### src/rtl/ram_arb_pkg.sv
// rtl/ram_arb_pkg.sv - shared types and constants for the RAM arbiter
package ram_arb_pkg;

  typedef enum logic [1:0] {
    IDLE   = 2'd0,
    ACCESS = 2'd1,
    DONE   = 2'd2
  } state_t;

  localparam logic PORT_FETCH = 1'b0;
  localparam logic PORT_LSU   = 1'b1;

  localparam int DEF_ADDR_W      = 32;
  localparam int DEF_DATA_W      = 32;
  localparam int DEF_WAIT_CYCLES = 2;

endpackage

### src/rtl/ram_arb_pick.sv
// rtl/ram_arb_pick.sv - winner selection; RAM_ARB_ROUND_ROBIN_EN picks round-robin over fixed priority
module ram_arb_pick (
  input  logic i_req0,
  input  logic i_req1,
  input  logic i_last_grant,
  output logic o_winner
);
  import ram_arb_pkg::*;

  // Single requester always wins; a tie is resolved by the build-selected policy.
  // With no request the last grant is echoed so the output never floats.
  always_comb begin
    o_winner = i_last_grant;
    if (i_req0 && i_req1) begin
`ifdef RAM_ARB_ROUND_ROBIN_EN
      o_winner = ~i_last_grant;
`else
      o_winner = PORT_LSU;
`endif
    end else if (i_req1) begin
      o_winner = PORT_LSU;
    end else if (i_req0) begin
      o_winner = PORT_FETCH;
    end
  end

endmodule

### src/rtl/ram_arbiter.sv
// rtl/ram_arbiter.sv - two-port arbiter/sequencer in front of the single-port RAM; option RAM_ARB_ROUND_ROBIN_EN
module ram_arbiter
  import ram_arb_pkg::*;
#(
  parameter int ADDR_W      = DEF_ADDR_W,
  parameter int DATA_W      = DEF_DATA_W,
  parameter int WAIT_CYCLES = DEF_WAIT_CYCLES
) (
  input  logic              clk,
  input  logic              rst,
  input  logic              req0,
  input  logic              req1,
  input  logic              wr0,
  input  logic              wr1,
  input  logic [ADDR_W-1:0] addr0,
  input  logic [ADDR_W-1:0] addr1,
  input  logic [DATA_W-1:0] wdata0,
  input  logic [DATA_W-1:0] wdata1,
  output logic              ack0,
  output logic              ack1,
  output logic [DATA_W-1:0] rdata0,
  output logic [DATA_W-1:0] rdata1,
  output logic [ADDR_W-1:0] ram_addr,
  output logic [DATA_W-1:0] ram_data,
  output logic              ram_wr,
  input  logic              ram_response,
  input  logic [DATA_W-1:0] ram_out,
  output logic              busy,
  output logic              grant
);

  localparam int CNT_W = (WAIT_CYCLES > 1) ? $clog2(WAIT_CYCLES) : 1;
  localparam logic [CNT_W-1:0] CNT_LOAD = CNT_W'(WAIT_CYCLES - 1);

  state_t            r_state;
  state_t            w_next;
  logic [CNT_W-1:0]  r_cnt;
  logic              r_grant;
  logic              r_wr;
  logic [ADDR_W-1:0] r_addr;
  logic [DATA_W-1:0] r_wdata;
  logic [DATA_W-1:0] r_rdata0;
  logic [DATA_W-1:0] r_rdata1;
  logic              w_any_req;
  logic              w_winner;
  logic              w_last;
  logic              w_start;
  logic              w_finish;

  assign w_any_req = req0 | req1;
  assign w_start   = (r_state == IDLE) && w_any_req;
  assign w_finish  = (r_state == ACCESS) && (r_cnt == '0) && ram_response;

`ifdef RAM_ARB_ROUND_ROBIN_EN
  logic r_ptr;

  // Round-robin pointer: remembers the last winner, starts at 1 so port 0 wins the first tie
  always_ff @(posedge clk) begin
    if (rst) begin
      r_ptr <= 1'b1;
    end else if (w_start) begin
      r_ptr <= w_winner;
    end
  end

  assign w_last = r_ptr;
`else
  assign w_last = r_grant;
`endif

  ram_arb_pick u_pick (
    .i_req0       (req0),
    .i_req1       (req1),
    .i_last_grant (w_last),
    .o_winner     (w_winner)
  );

  // State register
  always_ff @(posedge clk) begin
    if (rst) begin
      r_state <= IDLE;
    end else begin
      r_state <= w_next;
    end
  end

  // Next-state: ACCESS holds until the settle window has elapsed and the RAM responds
  always_comb begin
    w_next = r_state;
    case (r_state)
      IDLE:    if (w_any_req) w_next = ACCESS;
      ACCESS:  if (w_finish)  w_next = DONE;
      DONE:    w_next = IDLE;
      default: w_next = IDLE;
    endcase
  end

  // Latch the winning request, run the settle counter and capture read data
  always_ff @(posedge clk) begin
    if (rst) begin
      r_cnt    <= '0;
      r_grant  <= PORT_FETCH;
      r_wr     <= 1'b0;
      r_addr   <= '0;
      r_wdata  <= '0;
      r_rdata0 <= '0;
      r_rdata1 <= '0;
    end else begin
      if (w_start) begin
        r_grant <= w_winner;
        r_wr    <= w_winner ? wr1 : wr0;
        r_addr  <= w_winner ? addr1 : addr0;
        r_wdata <= w_winner ? wdata1 : wdata0;
        r_cnt   <= CNT_LOAD;
      end else if (r_state == ACCESS && r_cnt != '0) begin
        r_cnt <= r_cnt - 1'b1;
      end
      if (w_finish && !r_wr) begin
        if (r_grant == PORT_LSU) begin
          r_rdata1 <= ram_out;
        end else begin
          r_rdata0 <= ram_out;
        end
      end
    end
  end

  // Outputs: bus always mirrors the latch, strobes depend only on state
  always_comb begin
    ram_addr = r_addr;
    ram_data = r_wdata;
    ram_wr   = (r_state == ACCESS) && r_wr;
    busy     = (r_state != IDLE);
    ack0     = (r_state == DONE) && (r_grant == PORT_FETCH);
    ack1     = (r_state == DONE) && (r_grant == PORT_LSU);
    grant    = r_grant;
    rdata0   = r_rdata0;
    rdata1   = r_rdata1;
  end

endmodule

### config.mk
export PLATFORM = sky130hd
export DESIGN_NAME = ram_arbiter
export DESIGN_NICKNAME = d
export VERILOG_FILES = /design/src/rtl/ram_arb_pkg.sv /design/src/rtl/ram_arb_pick.sv /design/src/rtl/ram_arbiter.sv
export SDC_FILE = /design/constraint.sdc
export NUM_CORES = 1
export LEC_CHECK = 0
export ABC_AREA = 0
export BUFFER_PORTS_ARGS = -buffer_cell sky130_fd_sc_hd__buf_2
export CAP_MARGIN = 20
export CORE_MARGIN = 5
export CORE_UTILIZATION = 49
export CTS_CLUSTER_DIAMETER = 200
export DETAILED_ROUTE_END_ITERATION = 12
export MAX_ROUTING_LAYER = met4
export PLACE_DENSITY = 0.87
export SLEW_MARGIN = 20
export SYNTH_ARGS = -nofsm -noshare
export SYNTH_HDL_FRONTEND = slang
export SYNTH_HIERARCHICAL = 1
export SYNTH_SLANG_ARGS = --single-unit
### constraint.sdc
create_clock -name clk -period 2.29 [get_ports clk]
set_input_delay 0.229 -clock clk [delete_from_list [all_inputs] [get_ports clk]]
set_output_delay 0.229 -clock clk [all_outputs]
set_load 0.05 [all_outputs]
# After elaboration in Yosys (flattened, before gate mapping)
# Index checks and enable logic that the tools add are counted.
[classes]
addsub = 1
mul = 0
div_mod_pow = 0
n_lt_le_gt_ge = 0
eq_ne = 4
shifts = 0
muxes = 11
n_bitwise = 3
reduce_logical = 16
[ops]
columns = ["operator", "n"]
rows = [
  ["32-bit two-way mux", 2],
  ["1-bit logical AND", 9],
  ["1-bit two-way mux", 6],
  ["2-bit AND reduction", 3],
  ["2-bit two-way mux", 2],
  ["2-bit inequality test, second input constant", 2],
  ["2-bit case mux with 2 select lines", 1],
  ["2-bit nonzero test", 2],
  ["2-bit by 1-bit == test with 1-bit output, second input constant", 1],
  ["2-bit == test, second input constant", 1],
  ["2-bit zero test", 1],
  ["1-bit inverter", 2],
  ["1-bit zero test", 1],
  ["1-bit OR", 1],
  ["1-bit subtractor, second input constant", 1],
]
[word_totals]
regBits = 133
latchBits = 0
ramBits = 0
rom_bits = 0
input_bits = 167
wordCells = 43
memories = 0

# Logic depth before layout (Yosys ltp)
[depth]
depth_word = 5
depth_mapped = 7
mapped_depth_nobuf = 4

# Cells and area by module
# Netlist, hierarchy kept.
[by_module_without_submodules]
columns = ["mod", "n_inst", "cells_each", "area_per_inst_um2", "seq_area_each_um2"]
rows = [
  ["ram_arbiter", 1, 565, 5801.8, 2662.6],
  ["ram_arb_pick", 1, 2, 11.3, 0.0],
]

# Worst setup path before layout
# No wires, ideal clock.
[synth_timing]
path_kind = "reg-to-output"
start = "register r_grant, in the netlist grant"
end = "output port ack0"
arrival_time_ns = 1.744
required_time_ns = 2.061
setup_slack_ns = 0.317
stages_incl_launch_ff = 2
n_path_buf = 0
path_cell_list = "dfxtp_1 nor3b_1"
[synth_between]
elab_chain_cells = 2
[synth_rtl]
columns = ["item", "line", "rtl"]
rows = [
  ["start: declaration", "ram_arbiter.sv:38", "logic r_grant;"],
  ["start signal: assignment", "ram_arbiter.sv:110", "r_grant <= w_winner;"],
  ["1-bit inverter (no line)", "-", ""],
  ["1-bit logical AND", "ram_arbiter.sv:134", "ack0 = (r_state == DONE) && (r_grant == PORT_FETCH);"],
  ["end: declaration", "ram_arbiter.sv:19", "output logic ack0,"],
]
# Every way passes these cells.

# Worst setup path after layout
[layout_timing]
start = "register r_state[1]"
end = "register r_rdata1[17], in the netlist rdata1[17]"
[layout_between]
elab_chain_cells = 5
[layout_rtl]
columns = ["item", "line", "rtl"]
rows = [
  ["start: declaration", "ram_arbiter.sv:35", "state_t r_state;"],
  ["start signal: assignment", "ram_arbiter.sv:83", "r_state <= w_next;"],
  ["2-bit by 1-bit == test with 1-bit output", "ram_arbiter.sv:52", "assign w_finish = (r_state == ACCESS) && (r_cnt == '0) && ram_response;"],
  ["1-bit logical AND (2 in a row)", "ram_arbiter.sv:52", ""],
  ["1-bit logical AND", "ram_arbiter.sv:118", "if (w_finish && !r_wr) begin"],
  ["2-bit AND reduction (no line)", "-", ""],
  ["end signal: assignment", "ram_arbiter.sv:120", "r_rdata1 <= ram_out;"],
  ["end: declaration", "ram_arbiter.sv:43", "logic [DATA_W-1:0] r_rdata1;"],
]
# Every way passes these cells.
# A chain may end at the register's enable or synchronous reset.

==> results summary <==
Row generation in the floorplan step produced 39 rows. After synthesis, the mean cell area works out to 10.25 um2. The logic gate share of total power is 22.3%. The buffer cell driving the clock tree root is clkbuf_16.

For this run, the register share of the synthesized area comes to 45.80%. The floorplan step defined a die boundary enclosing 0.01414 mm2. The first global-routing pass estimated 25.83 mm of wire. The proportion of layout cells with a drive suffix above 1 came out at 41.12%. The first-pass iteration count of the detailed router came out at 5.

The final period demand of the worst path is 1.791 ns. CTS built an H-tree with a depth of 4. Sequential cells burn 36.6% of the power.

The effective utilization at floorplan is 50.48%. The type of element capturing the critical path is a register. For this run, asynchronously set or reset flops after synthesis account for 0%. The initial antenna violation count came to 1. The power dissipated by switching net loads is 0.002187 W.

In this run the worst hold path is classified as in2reg. The clock drives 133 sinks. After synthesis, the cell types taking the most area are dfxtp_1, mux2i_1, nand2b_1. The number of nets produced by synthesis is 734.

In this run the horizontal extent of the chip is 118.9 um. The routed via count came out at 5,259. The number of slew-limit violations in the final report is 0. The total leakage power came out at 4.018 nW. The floorplan core area is 0.01152 mm2. STA classifies the critical path startpoint as a register. The final count of hold timing violations is 0. The number of library cell types mapped by synthesis is 23. For this run, the slowest stage of the critical path takes 0.49 ns.

Total power for the finished layout comes to 0.007078 W. The cell at the slowest stage of the critical path is or3b_2. The worst IR drop on VDD came out at 0.6559 mV. In this run the post-CTS setup repair buffer count came out at 0. The number of enable-type register cells in the synthesized netlist came out at 0. The number of global-route vias before repair came to 5,227. The number of DRC markers in iteration 0 came out at 305.

The detail-routed net length per standard cell is 16.85 um. Dividing total power by cell area gives a power density of 883.4 mW/mm2. The number of buffers inserted during clock tree synthesis is 17. The maximum achievable frequency is 0.5584 GHz. The number of cells traversed by the worst register-to-register path came out at 4. Data on the critical path is required at its endpoint by 2.56 ns. The flow ran to the end, and the final reports show no timing, DRC or antenna violations. For the pin with the worst max-slew slack, the measured transition is 0.5496 ns. The weighted congestion at the end of routability-driven global placement came out at 0.7728. The synthesized netlist occupies a cell area of 0.005813 mm2. The clock tree skew after final layout came out at 0.006353 ns.

Entering global routing, the biggest net connects 61 pins. In the global route stage, overall resource usage came out at 23.48%. The register bit count reported by yosys is 133. The maximum fanout along the worst path is 32. The DRC violation count after routing came out at 0.

No sink is reached through more buffers than the 2 on the longest clock path. Setup repair after global routing left no endpoint under its margin. The routed via count divided by cell count came out at 5.259. The number of instances in the synthesized netlist came out at 567. The die height is 118.9 um. The HPWL after detailed placement came out at 12.39 mm. The clock network fraction of design power came out at 41.1%. The setup TNS is 0 ns. The most instantiated flip-flop cell in the synthesis netlist is dfxtp_1.

The critical path goes through nand4bb_4 > or3b_2 > buf_4 > mux2i_1. The number of gates given a new drive strength after cts came out at 0. The final number of setup-violating endpoints is 0. The number of hold buffers added after cts is 0. The share of total power consumed by net switching is 30.90%. Summed over all instances, the cell type with the most area after synthesis is dfxtp_1.

The instance count along the most critical hold path is 3. The arrival time of data at the critical path endpoint is 2.07 ns. The share of the synthesized area in the top cell type came out at 45.80%. The relative max-transition margin came out at 63.36%.

The aggregate global routing overflow came out at 0. The total wire length came out at 16.85 mm. The Yosys step of the flow raised 6 warnings. The portion of the clock cycle consumed by the worst path in the final layout is 78.21%.

The number of top-level pins is 300. The detail route stage leaves a number of antenna-violating nets equal to 0. The clock latency at the later pin of the worst-skew pair came out at 0.41 ns. The number of port buffers came out at 299. The tool flagged a number of max-cap violations equal to 0. The layout net count came out at 1,010. The CTS tree is done. Clock-pin slew was measured on the worst setup and hold paths at 0.06 ns. Relative to the synthesized area, the layout overhead comes to 37.82%.

The type of the worst setup path is reg2reg. The cell-internal power is 0.004891 W.
[final timing paths]
| path | startpoint | to | slack (ns) |
|---|---|---|---|
| worst max-delay path | r_state[1] | rdata1[17] | 0.50 |
| worst max register to register | r_state[1] | rdata1[17] | 0.50 |
| worst min register to register | rdata1[15] | rdata1[15] | 0.47 |
| worst min-delay path | ram_out[27] | rdata1[27] | 0.1 |
[cell type report]
type / count / area, um2
diodes: 1 / 2.502
inverters: 4 / 15.01
well taps: 143 / 178.9
flip-flops and latches: 133 / 2663
repair buffers: 312 / 1634
clock buffers: 21 / 470.5
clock inverters: 11 / 172.7
fillers: 900 / 3505
multi-input cells: 375 / 2875
[cells by family after synthesis]
logic type | count (synthesis) | synth area share (%)
compound gates | 137 | 14.72
buf+inv | 59 | 5.230
flops | 133 | 45.80
mux | 129 | 22.21
simple gates | 109 | 12.03
[registers in the layout, indices dropped and copies added, names as in the netlist]
signal	flops
ram_data	32
r_state	2
ram_addr	32
r_cnt	1
grant	1
rdata1	32
r_wr	1
rdata0	32
[worst max-delay path, delay by kind of cell, from the launching register on]
family	cells	cell delay, ns
buffers and inverters	1	0.31
and+or+nand+nor	2	0.76
DFF	1	0.37
muxes	1	0.19
[power groups by stage]
stage	clock network, W	logic, W	registers (W)
global placement	0	0.00156	0.00263
detailed placement	0	0.00158	0.00263
finish	0.00291	0.00158	0.00259
global route	0.00307	0.00167	0.00261
CTS	0.00295	0.00158	0.00259
floorplan	0	0.000550	0.00320
[metal layers]
layer	GRT usage [%]	vias up	share of wire, %
li1	-	2575	-
met1	25.75	2405	40
met2	38.54	235	49
met3	9.384	44	9.0
met4	8.762	0	2.5
met5	-	-	0
[cells in the mapped netlist, drive strengths merged, types with 2 or more instances]
| cell | n |
|---|---|
| a211oi | 65 |
| a21oi | 68 |
| buf | 26 |
| clkbuf | 29 |
| dfxtp | 133 |
| inv | 4 |
| mux2i | 129 |
| nand2b | 96 |
| nor2 | 4 |
| nor3b | 2 |
| o21ai | 2 |
[cells in the final DEF, fill, tap and decap left out]
| cell type | netlist | layout |
|---|---|---|
| buf_2 | 21 | 298 |
| dfxtp_1 | 133 | 133 |
| mux2i_1 | 129 | 129 |
| nand2b_1 | 96 | 96 |
| a21oi_1 | 68 | 68 |
| a211oi_1 | 65 | 65 |
| clkbuf_16 | 0 | 17 |
| buf_4 | 0 | 11 |
| inv_1 | 4 | 4 |
| bufinv_16 | 0 | 4 |
| clkinvlp_4 | 0 | 4 |
| clkbuf_8 | 0 | 3 |
| buf_12 | 3 | 3 |
| nor2_4 | 0 | 2 |
| nor3b_1 | 2 | 2 |
| nor2_1 | 4 | 2 |
| o21ai_0 | 2 | 2 |
| diode_2 | 0 | 1 |
| and3_2 | 1 | 1 |
| or2_2 | 1 | 1 |
| nand4bb_4 | 1 | 1 |
| nor3_4 | 0 | 1 |
| or3b_2 | 0 | 1 |
| nand2_1 | 1 | 1 |
| a211o_2 | 1 | 1 |
| nand3_1 | 1 | 1 |
| clkbuf_1 | 29 | 1 |
| clkinv_4 | 0 | 1 |
| clkinv_2 | 0 | 1 |
| inv_6 | 0 | 1 |
| a21o_4 | 0 | 1 |
[per-stage QoR]
stage / setup WS (ns) / utilization [%] / area [um2] / hold WS (ns) / std cells
2_1_floorplan: 0.3170 / - / 5813 / 0.3914 / 567
3_3_place_gp: 0.5520 / 63.96 / 7366 / 0.4547 / 967
3_5_place_dp: 0.5151 / 63.96 / 7366 / 0.4629 / 967
4_1_cts: 0.4961 / 69.55 / 8009 / 0.07913 / 999
5_1_grt: 0.4091 / 69.57 / 8011 / 0.09334 / 1000
6_report: 0.4990 / 69.57 / 8011 / 0.09781 / 1000
Note: power is estimated with default switching activity, not from simulation.
